[src/rtl/conv_lb_seq.sv]
// Line-buffer sequencer for the conv datapath: turns the raw pixel stream into
// line-buffer push/pop strobes and a latency-matched, position-tagged window-valid.

package conv_pkg;
    localparam int IMAGE_MAX_W = 64;

    typedef enum logic [1:0] {
        ST_IDLE,
        ST_FILL,
        ST_RUN,
        ST_ERR
    } seq_state_t;
endpackage

module conv_lb_seq #(
    parameter  int KERNEL_H    = 3,
    parameter  int IMAGE_MAX_W = conv_pkg::IMAGE_MAX_W,
    parameter  int IMAGE_MAX_H = 1024,
    parameter  int LB_LAT      = 2,
    localparam int LB_N        = KERNEL_H - 1,
    localparam int CW          = $clog2(IMAGE_MAX_W),
    localparam int RW          = $clog2(IMAGE_MAX_H)
) (
    input  logic            clk,
    input  logic            arst_n,
    input  logic            in_vld_i,
    input  logic            in_sof_i,
    input  logic            in_eol_i,
    input  logic [RW-1:0]   cfg_h_i,
    output logic            lb_push_o,
    output logic [LB_N-1:0] lb_pop_o,
    output logic            lb_sof_o,
    output logic            lb_eol_o,
    output logic            win_vld_o,
    output logic [CW-1:0]   win_col_o,
    output logic [RW-1:0]   win_row_o,
    output logic            win_sof_o,
    output logic            win_eol_o,
    output logic            frame_done_o,
    output logic            err_o,
    output logic [CW-1:0]   width_o
);
    import conv_pkg::*;

    typedef struct packed {
        logic          vld;
        logic [CW-1:0] col;
        logic [RW-1:0] row;
        logic          sof;
        logic          eol;
        logic          last;
    } win_tag_t;

    seq_state_t    state_q, state_d;
    logic [CW-1:0] col_q, width_q;
    logic [RW-1:0] row_q, h_q;
    logic          err_q;

    logic          active, acc;
    logic [CW-1:0] beat_col;
    logic [RW-1:0] beat_row, beat_h, last_row, row_sat;
    logic          is_last, col_ovf, eol_bad, geo_err, sof_mid, short_frame;

    win_tag_t      stage0;
    win_tag_t      pipe_q [LB_LAT];

    // A sof beat is pixel (0,0) of a fresh frame whatever the counters hold,
    // so every per-beat decision works on these "beat" views.
    assign active   = (state_q == ST_FILL) || (state_q == ST_RUN);
    assign acc      = arst_n & in_vld_i & (active | in_sof_i);
    assign beat_col = in_sof_i ? '0 : col_q;
    assign beat_row = in_sof_i ? '0 : row_q;
    assign beat_h   = in_sof_i ? cfg_h_i : h_q;
    assign last_row = (beat_h == '0) ? '0 : beat_h - RW'(1);
    assign row_sat  = (beat_row >= RW'(LB_N)) ? RW'(LB_N) : beat_row;

    assign is_last     = in_eol_i & (beat_row == last_row);
    assign col_ovf     = ~in_eol_i & (beat_col == CW'(IMAGE_MAX_W - 1));
    assign eol_bad     = in_eol_i & (beat_row != '0) & (beat_col != width_q);
    assign geo_err     = acc & ~in_sof_i & (col_ovf | eol_bad);
    assign sof_mid     = acc & in_sof_i & active;
    assign short_frame = acc & is_last & ~geo_err & (beat_row < RW'(LB_N));

    always_ff @(posedge clk) begin
        if (!arst_n) begin
            state_q <= ST_IDLE;
        end else begin
            // NOTE: sequential state uses non-blocking assignments so every flop samples pre-edge values.
            state_q <= state_d;
        end
    end

    always_comb begin
        // NOTE: assign a default before any branch so no path leaves the signal unassigned (latch).
        state_d = state_q;
        if (acc) begin
            if (geo_err) begin
                state_d = ST_ERR;
            end else if (is_last) begin
                state_d = ST_IDLE;
            end else if (in_eol_i && (beat_row == RW'(LB_N - 1))) begin
                state_d = ST_RUN;
            end else if (in_sof_i) begin
                state_d = ST_FILL;
            end
        end
    end

    always_comb begin
        lb_push_o = acc;
        lb_sof_o  = acc & in_sof_i;
        lb_eol_o  = acc & in_eol_i;
        lb_pop_o  = '0;
        for (int i = 0; i < LB_N; i++) begin
            lb_pop_o[i] = acc & (row_sat > RW'(i));
        end

        // A malformed beat is still written to the buffers but never forms a window.
        stage0 = '0;
        if (acc && !geo_err && (beat_row >= RW'(LB_N))) begin
            stage0.vld  = 1'b1;
            stage0.col  = beat_col;
            stage0.row  = beat_row;
            stage0.sof  = (beat_row == RW'(LB_N)) && (beat_col == '0);
            stage0.eol  = in_eol_i;
            stage0.last = is_last;
        end
    end

    always_ff @(posedge clk) begin
        if (!arst_n) begin
            col_q   <= '0;
            row_q   <= '0;
            h_q     <= '0;
            width_q <= '0;
            err_q   <= 1'b0;
        end else if (acc) begin
            col_q <= in_eol_i ? '0 : beat_col + CW'(1);
            row_q <= in_eol_i ? beat_row + RW'(1) : beat_row;
            if (in_sof_i) begin
                h_q <= cfg_h_i;
            end
            if (in_eol_i && (beat_row == '0)) begin
                width_q <= beat_col;
            end
            // A sof clears the sticky error unless that same beat is itself an error.
            if (in_sof_i) begin
                err_q <= sof_mid | short_frame;
            end else if (geo_err || short_frame) begin
                err_q <= 1'b1;
            end
        end
    end

    always_ff @(posedge clk) begin
        if (!arst_n) begin
            // NOTE: this small tag pipe is reset on purpose so a reset drops every in-flight window.
            for (int i = 0; i < LB_LAT; i++) begin
                pipe_q[i] <= '0;
            end
        end else begin
            pipe_q[0] <= stage0;
            for (int i = 1; i < LB_LAT; i++) begin
                pipe_q[i] <= pipe_q[i-1];
            end
        end
    end

    assign win_vld_o    = pipe_q[LB_LAT-1].vld;
    assign win_col_o    = pipe_q[LB_LAT-1].col;
    assign win_row_o    = pipe_q[LB_LAT-1].row;
    assign win_sof_o    = pipe_q[LB_LAT-1].sof;
    assign win_eol_o    = pipe_q[LB_LAT-1].eol;
    assign frame_done_o = pipe_q[LB_LAT-1].vld & pipe_q[LB_LAT-1].eol & pipe_q[LB_LAT-1].last;
    assign err_o        = err_q;
    assign width_o      = width_q;

endmodule
[config.mk]
export PLATFORM = sky130hd
export DESIGN_NAME = conv_lb_seq
export DESIGN_NICKNAME = d
export VERILOG_FILES = /design/src/rtl/conv_lb_seq.sv
export SDC_FILE = /design/constraint.sdc
export NUM_CORES = 1
export LEC_CHECK = 0
export CAP_MARGIN = 20
export CORE_MARGIN = 1
export CORE_UTILIZATION = 45
export CTS_BUF_LIST = sky130_fd_sc_hd__clkbuf_4 sky130_fd_sc_hd__clkbuf_8 sky130_fd_sc_hd__clkbuf_16
export CTS_CLUSTER_DIAMETER = 200
export DETAILED_ROUTE_END_ITERATION = 10
export DONT_BUFFER_PORTS = 1
export GPL_TIMING_DRIVEN = 0
export PLACE_DENSITY_LB_ADDON = 0.15
export SETUP_SLACK_MARGIN = 0.1
export SYNTH_ARGS = -nofsm -noshare
export SYNTH_HDL_FRONTEND = slang
export SYNTH_SLANG_ARGS = --single-unit
[constraint.sdc]
create_clock -name clk -period 6.3 [get_ports clk]
set_input_delay 1.26 -clock clk [delete_from_list [all_inputs] [get_ports clk]]
set_output_delay 1.26 -clock clk [all_outputs]
set_load 0.01 [all_outputs]
==> impl_metrics.ini, run 1 <==
[global_route]
grt_pass1_wl_mm = 15.5
grt_use_met2_pct = 34.1
use_met3_pct = 6.56
grt.overflow.total = 0
number_of_antenna_violations_at_the_first_check_in_global_routing = 0
globalRouteMet1Util_pct = 31.0
grt_busiest_layer = met2
largest_net_degree_at_the_start_of_global_routing = 16
via_count_of_the_first_global_routing_pass = 3038
grt_usage_pct = 22.8

[clock_network]
cts-htree-levels = 3
cts_setup_buffers = 0
cts_tree = built
root_buffer = sky130_fd_sc_hd__clkbuf_8
ctsResizeCount = 0
number_of_clock_buffers_inserted_by_tritoncts = 9
clkSlewWorstSetupHoldPaths_ns = 0.09
clock_path_buffers = 2
cts.hold.buffers_added = 0
clk_latency_ns = 0.36
clock_sink_count = 75

[synth]
synth_sequential_area_ratio_pct = 38.0
synthFlopType = sky130_fd_sc_hd__dfxtp_1
postSynthRegisterBits = 75
synth.yosys.warnings = 0
synth_area_per_cell_sq_um = 8.40
synthesis.nets = 492
synth.distinct_cells = 70
synth-async-reset-ratio_pct = 0
synth_cells = 470
synth_enable_flop_cells = 0
netlist_area_sq_um = 3950

[setup_path]
critPathCaptureType = flop
critPathMaxStageDelay_ns = 0.37
crit_fanout = 10
crit_path_cell_trace = buf_6 -> buf_2 -> buf_4 -> buf_2 -> buf_2 -> buf_2 -> buf_2 -> mux2i_1 -> ha_1 -> clkbuf_1 -> nor3b_1 -> xnor2_1 -> mux2_2 -> o311ai_0 -> a211oi_1 -> o22ai_1 -> o31ai_1
cp_common_cell = sky130_fd_sc_hd__buf_2
slowest_stage = sky130_fd_sc_hd__mux2_2
critPathRequiredTime_ns = 6.52
worst_ep_arrival_time_ns = 5.69
cell_class_contributing_the_biggest_share_of_worst_path_delay = buffers and inverters
critical_path.startpoint_type = input port
critical_path.n_buffers_inverters = 8
crit_path_kind = input port to flop

[finish]
insertedDiodeCount = 0
number_of_nets_in_the_layout = 503
area_growth_pct = 7.92
drive_above_1_share_pct = 11.9
post-route-util_pct = 51.1

[placement]
hpwlAfterDp_mm = 7.08
final_wtd_congestion = 0.891
io_buffer_count = 0

[sta]
tightestPinTransition_ns = 0.687
accumulated_negative_setup_slack_ns = 0
setup_viol = 0
final.period_utilization_pct = 86.7
report.final.hold_viol_count = 0
max-slew-margin-rel_pct = 53.7
fmax_mhz = 183
finClkSkew_ns = 0.0119
rsz0062_at_grt = false
timing.final.crit_period_ns = 5.46
report.final.slew_viol_count = 0

[detailed_routing]
number_of_vias_in_the_routed_layout = 3372
drt-vias-per-instance = 5.71
wl_per_cell_um = 16.5
routed_wl_mm = 9.76
detailedRoute.firstIterationViolations = 222
drt_drc_violations_left = 0
final_antenna_net_count = 0
first_pass_iters = 5

[run_status]
status = complete, no violations

[floorplan]
x_dimension_of_the_die_um = 95.7
floorplan.die_area_sq_um = 9160
die_height_um = 95.7
initial_core_util_pct = 47.4
boundaryPins = 47
core_area_sq_um = 8340
std_cell_rows = 33

[worst_hold_path]
min-delay-path-class = flop to flop

[power_and_ir_drop]
worst_ir_drop_vdd_mv = 0.128
power_per_cell_area_nw_per_um2 = 221
p_leak_nw = 1.61

[flow_run]
max_cap_viol_count = 0
## state kept, by name (all words and copies together), names as in the netlist
name,count
pipe_q,40
state_q,2
h_q,10
width_o,6
col_q,6
row_q,10
err_o,1
## cell families (layout without fill, tap and decap cells)
group                      Yosys count  count (layout)  share of synthesized area [%]
adders and majority gates            7               7                           2.22
muxes                               13              13                           3.42
xor gates and xnor gates            18              18                           4.34
and+or+nand+nor                    209             209                           29.0
AOI/OAI and AO/OA                   91              91                           15.6
buffers and inverters               57              73                           7.41
DFF                                 75              75                           38.0
## metal layers
layer  up-vias  wire length, um
met1      1562             4540
met5         -                0
met2       132             4250
li1       1660                -
met3        18              756
met4         0              202
## through the flow
step                instances  hold slack (ns)  cell area (sq um)  power [mW]  setup slack [ns]
floorplan                 470            0.412               3950       0.574              1.51
global placement          575            0.418               4080       0.598             0.655
detailed placement        575            0.418               4080       0.600             0.588
CTS                       591            0.430               4260       0.947             0.954
global route              591            0.437               4260       0.982             0.578
finish                    591            0.429               4260       0.943             0.835
## area by class of cell
class,instances,area [sq um]
fill,842,4080
multi-input combinational,338,2160
sequential,75,1500
buffer,42,236
tap,105,131
clock buffer,9,124
clock inverter,7,57.6
inverter,15,56.3
## placed cells by master (no fill, tap or decap), drive strengths merged, types with 3 or more instances in the layout
cell     instances
o32ai            3
o2111ai          3
mux2i            9
a211oi           3
and3             5
o211ai           3
inv             18
nand2b           7
nor4bb           3
nand4b           6
nor2b            6
nand4            3
clkbuf          27
nand2           49
o21ai           12
nand3           11
or2              4
mux2             4
xnor2           10
ha               7
nor4             6
xor2             7
nor3            14
dfxtp           75
nor2            42
nor3b            3
a21oi           31
buf             24
a31oi            8
and2            35
o22ai            3
## cell usage after synthesis, types with 3 or more instances
| library cell | number | area, sq um |
|---|---|---|
| sky130_fd_sc_hd__nor3_1 | 12 | 60.1 |
| sky130_fd_sc_hd__o22ai_1 | 3 | 18.8 |
| sky130_fd_sc_hd__nand4b_1 | 6 | 52.6 |
| sky130_fd_sc_hd__nand4_1 | 3 | 18.8 |
| sky130_fd_sc_hd__ha_1 | 7 | 87.6 |
| sky130_fd_sc_hd__nand2_1 | 49 | 184 |
| sky130_fd_sc_hd__clkbuf_1 | 18 | 67.6 |
| sky130_fd_sc_hd__and3_1 | 5 | 31.3 |
| sky130_fd_sc_hd__o32ai_1 | 3 | 26.3 |
| sky130_fd_sc_hd__nand2b_1 | 7 | 43.8 |
| sky130_fd_sc_hd__buf_2 | 6 | 30.0 |
| sky130_fd_sc_hd__mux2_2 | 4 | 45.0 |
| sky130_fd_sc_hd__and2_1 | 35 | 219 |
| sky130_fd_sc_hd__nor2_1 | 42 | 158 |
| sky130_fd_sc_hd__nand3_1 | 11 | 55.1 |
| sky130_fd_sc_hd__xor2_1 | 7 | 61.3 |
| sky130_fd_sc_hd__mux2i_1 | 9 | 90.1 |
| sky130_fd_sc_hd__dfxtp_1 | 75 | 1500 |
| sky130_fd_sc_hd__o21ai_0 | 12 | 60.1 |
| sky130_fd_sc_hd__inv_1 | 14 | 52.6 |
| sky130_fd_sc_hd__a211oi_1 | 3 | 22.5 |
| sky130_fd_sc_hd__a21oi_1 | 31 | 155 |
| sky130_fd_sc_hd__buf_4 | 17 | 128 |
| sky130_fd_sc_hd__o2111ai_1 | 3 | 26.3 |
| sky130_fd_sc_hd__o211ai_1 | 3 | 22.5 |
| sky130_fd_sc_hd__nor4bb_1 | 3 | 30.0 |
| sky130_fd_sc_hd__nor2b_1 | 6 | 37.5 |
| sky130_fd_sc_hd__xnor2_1 | 10 | 87.6 |
| sky130_fd_sc_hd__nor4_1 | 6 | 37.5 |
| sky130_fd_sc_hd__or2_2 | 4 | 25.0 |
| sky130_fd_sc_hd__a31oi_1 | 8 | 50.1 |
## worst paths after layout
check / from / to / slack, ns / cells after the start
max: in_sof_i / err_o / 0.84 / 17
min: pipe_q[0][16] / pipe_q[0][36] / 0.43 / 1
max reg2reg: h_q[0] / err_o / 3.21 / 10
min reg2reg: pipe_q[0][16] / pipe_q[0][36] / 0.43 / 1
## where the power goes
group / total (mW) / switching [mW] / internal (mW)
Sequential: 0.484 / 0.00591 / 0.478
Clock: 0.353 / 0.204 / 0.149
Combinational: 0.106 / 0.0660 / 0.0399
Total: 0.943 / 0.276 / 0.667
## worst reg2reg max path: cells and delay by family, from the launching register on
family / cells / cell delay, ns
simple gates: 1 / 0.27
xor+xnor: 1 / 0.23
buf+inv: 1 / 0.29
flops: 1 / 0.37
mux: 2 / 0.57
compound gates: 4 / 1.04
fa+ha+maj: 1 / 0.17
Power figures use the tool's default switching activity.
==> run 2: changes to the inputs <==
--- a/config.mk
+++ b/config.mk
@@ -6,12 +6,12 @@
 export NUM_CORES = 1
 export LEC_CHECK = 0
 export CAP_MARGIN = 20
-export CORE_MARGIN = 1
-export CORE_UTILIZATION = 45
+export CORE_UTILIZATION = 44
 export CTS_BUF_LIST = sky130_fd_sc_hd__clkbuf_4 sky130_fd_sc_hd__clkbuf_8 sky130_fd_sc_hd__clkbuf_16
 export CTS_CLUSTER_DIAMETER = 200
 export DETAILED_ROUTE_END_ITERATION = 10
 export DONT_BUFFER_PORTS = 1
+export GPL_ROUTABILITY_DRIVEN = 0
 export GPL_TIMING_DRIVEN = 0
 export PLACE_DENSITY_LB_ADDON = 0.15
 export SETUP_SLACK_MARGIN = 0.1
==> run 2 against run 1 <==
  * Power grew 3.8%
  * Fmax fell by 0.47%
  * Non-clock buffer count unchanged
  * Via count is 1.7% lower
  * Combinational power barely moved
  * Critical endpoint is now pipe_q[0][0]
==> impl_metrics.ini, run 2 (same netlist as run 1, synthesis figures left out) <==
[sta]
setup_viol = 0
accumulated_negative_setup_slack_ns = 0
whs_ns = 0.428
max-slew-margin-rel_pct = 54.2
report.final.hold_viol_count = 0
timing.final.crit_period_ns = 5.49
rsz0062_at_grt = false
final.period_utilization_pct = 87.2
tightestPinTransition_ns = 0.681
finClkSkew_ns = 0.0154
report.final.slew_viol_count = 0
fmax_mhz = 182

[setup_path]
r2r_start = h_q[0]
worst_ep_arrival_time_ns = 5.72
worst-path-stages = 17
critical_path.startpoint_type = input port
cp-startpoint = in_sof_i
critPathRequiredTime_ns = 6.53
critical_path.n_buffers_inverters = 8
worstRegToRegCells = 10
cell_class_contributing_the_biggest_share_of_worst_path_delay = buffers and inverters
crit_path_kind = input port to flop
critPathMaxStageDelay_ns = 0.38
cp_common_cell = sky130_fd_sc_hd__buf_2
timing.reg2reg.setup_slack_ns = 3.20
worst_r2r_endpoint = pipe_q[0][0]
slowest_stage = sky130_fd_sc_hd__mux2_2
crit_path_cell_trace = buf_6 -> buf_2 -> buf_4 -> buf_2 -> buf_2 -> buf_2 -> buf_2 -> mux2i_1 -> ha_1 -> clkbuf_1 -> nor3b_1 -> xnor2_1 -> mux2_2 -> o311ai_0 -> a211oi_1 -> o221a_2 -> o2111a_1
crit_fanout = 10
cp-endpoint = pipe_q[0][0]
critPathCaptureType = flop

[floorplan]
std_cell_rows = 34
floorplan.die_area_sq_um = 9360
initial_core_util_pct = 45.3
core_area_sq_um = 8720
x_dimension_of_the_die_um = 96.8
die_height_um = 96.8
boundaryPins = 47

[global_route]
via_count_of_the_first_global_routing_pass = 3167
grt.overflow.total = 0
largest_net_degree_at_the_start_of_global_routing = 16
grt_pass1_wl_mm = 16.4
grt_usage_pct = 22.0
number_of_antenna_violations_at_the_first_check_in_global_routing = 0

[detailed_routing]
routed_wl_mm = 9.69
detailedRoute.firstIterationViolations = 271
final_antenna_net_count = 0
wl_per_cell_um = 16.3
drt_drc_violations_left = 0
number_of_vias_in_the_routed_layout = 3313
first_pass_iters = 4
drt-vias-per-instance = 5.58

[finish]
insertedDiodeCount = 0
final_common_cell = sky130_fd_sc_hd__dfxtp_1
layout.cells.most_common_list = sky130_fd_sc_hd__dfxtp_1 (75), sky130_fd_sc_hd__nand2_1 (49), sky130_fd_sc_hd__nor2_1 (42), sky130_fd_sc_hd__and2_1 (35), sky130_fd_sc_hd__a21oi_1 (31)
number_of_flip_flops_under_the_largest_register_name = 40
drive_above_1_share_pct = 11.9
max_flop_register = pipe_q
n_fill_cell = 862
area_growth_pct = 8.65
number_of_nets_in_the_layout = 503
top_regs = pipe_q (40), h_q (10), row_q (10)

[worst_hold_path]
min-delay-path-class = flop to flop
worstHoldStart = pipe_q[0][17]

[clock_network]
clock_path_buffers = 2
clkSlewWorstSetupHoldPaths_ns = 0.09
clock_sink_count = 75
root_buffer = sky130_fd_sc_hd__clkbuf_8
clk_latency_ns = 0.36
cts-htree-levels = 3
cts_tree = built
cts.hold.buffers_added = 0
ctsResizeCount = 0
number_of_clock_buffers_inserted_by_tritoncts = 9
cts_setup_buffers = 0

[flow_run]
max_cap_viol_count = 0

[power_and_ir_drop]
power_per_cell_area_nw_per_um2 = 228
worst_ir_drop_vdd_mv = 0.114
p_leak_nw = 1.62

[placement]
io_buffer_count = 0
hpwlAfterDp_mm = 7.16

[run_status]
status = complete, no violations
## run 2: final cells by class
| type | instances | area [sq um] | share of cell area, % |
|---|---|---|---|
| multi-input combinational | 338 | 2160 | 50.2 |
| sequential | 75 | 1500 | 35.0 |
| buffer | 42 | 236 | 5.51 |
| tap | 108 | 135 | 3.15 |
| clock buffer | 9 | 124 | 2.89 |
| clock inverter | 7 | 82.6 | 1.92 |
| inverter | 15 | 56.3 | 1.31 |
## run 2: power breakdown
part           internal, mW  switching, mW  total [mW]
registers             0.478        0.00589       0.484
logic                0.0398         0.0670       0.107
clock network         0.190          0.198       0.388
total                 0.708          0.271       0.979
## run 2: worst min path at each step
stage,depth (start not counted),slack (ns),end
after floorplan,1,0.41,pipe_q[0][20]
after global placement,1,0.42,pipe_q[0][34]
after detailed placement,1,0.42,pipe_q[0][32]
after CTS,1,0.43,pipe_q[0][37]
after global routing,1,0.45,pipe_q[0][31]
final,1,0.43,pipe_q[0][37]
## run 2: stage by stage
step | setup slack [ns] | power [mW] | area, sq um | instances | utilization [%]
after floorplan | 1.51 | 0.574 | 3950 | 470 | -
after global placement | 0.645 | 0.598 | 4090 | 578 | 46.8
after detailed placement | 0.465 | 0.601 | 4090 | 578 | 46.8
after CTS | 0.832 | 0.987 | 4290 | 594 | 49.2
after global routing | 0.529 | 1.02 | 4290 | 594 | 49.2
final | 0.809 | 0.979 | 4290 | 594 | 49.2
## run 2: per-layer routing
| metal | wire (um) | global-route usage, % |
|---|---|---|
| met5 | 0 | 0 |
| met4 | 113 | 6.77 |
| met3 | 677 | 5.49 |
| met2 | 4470 | 34.4 |
| met1 | 4430 | 29.9 |
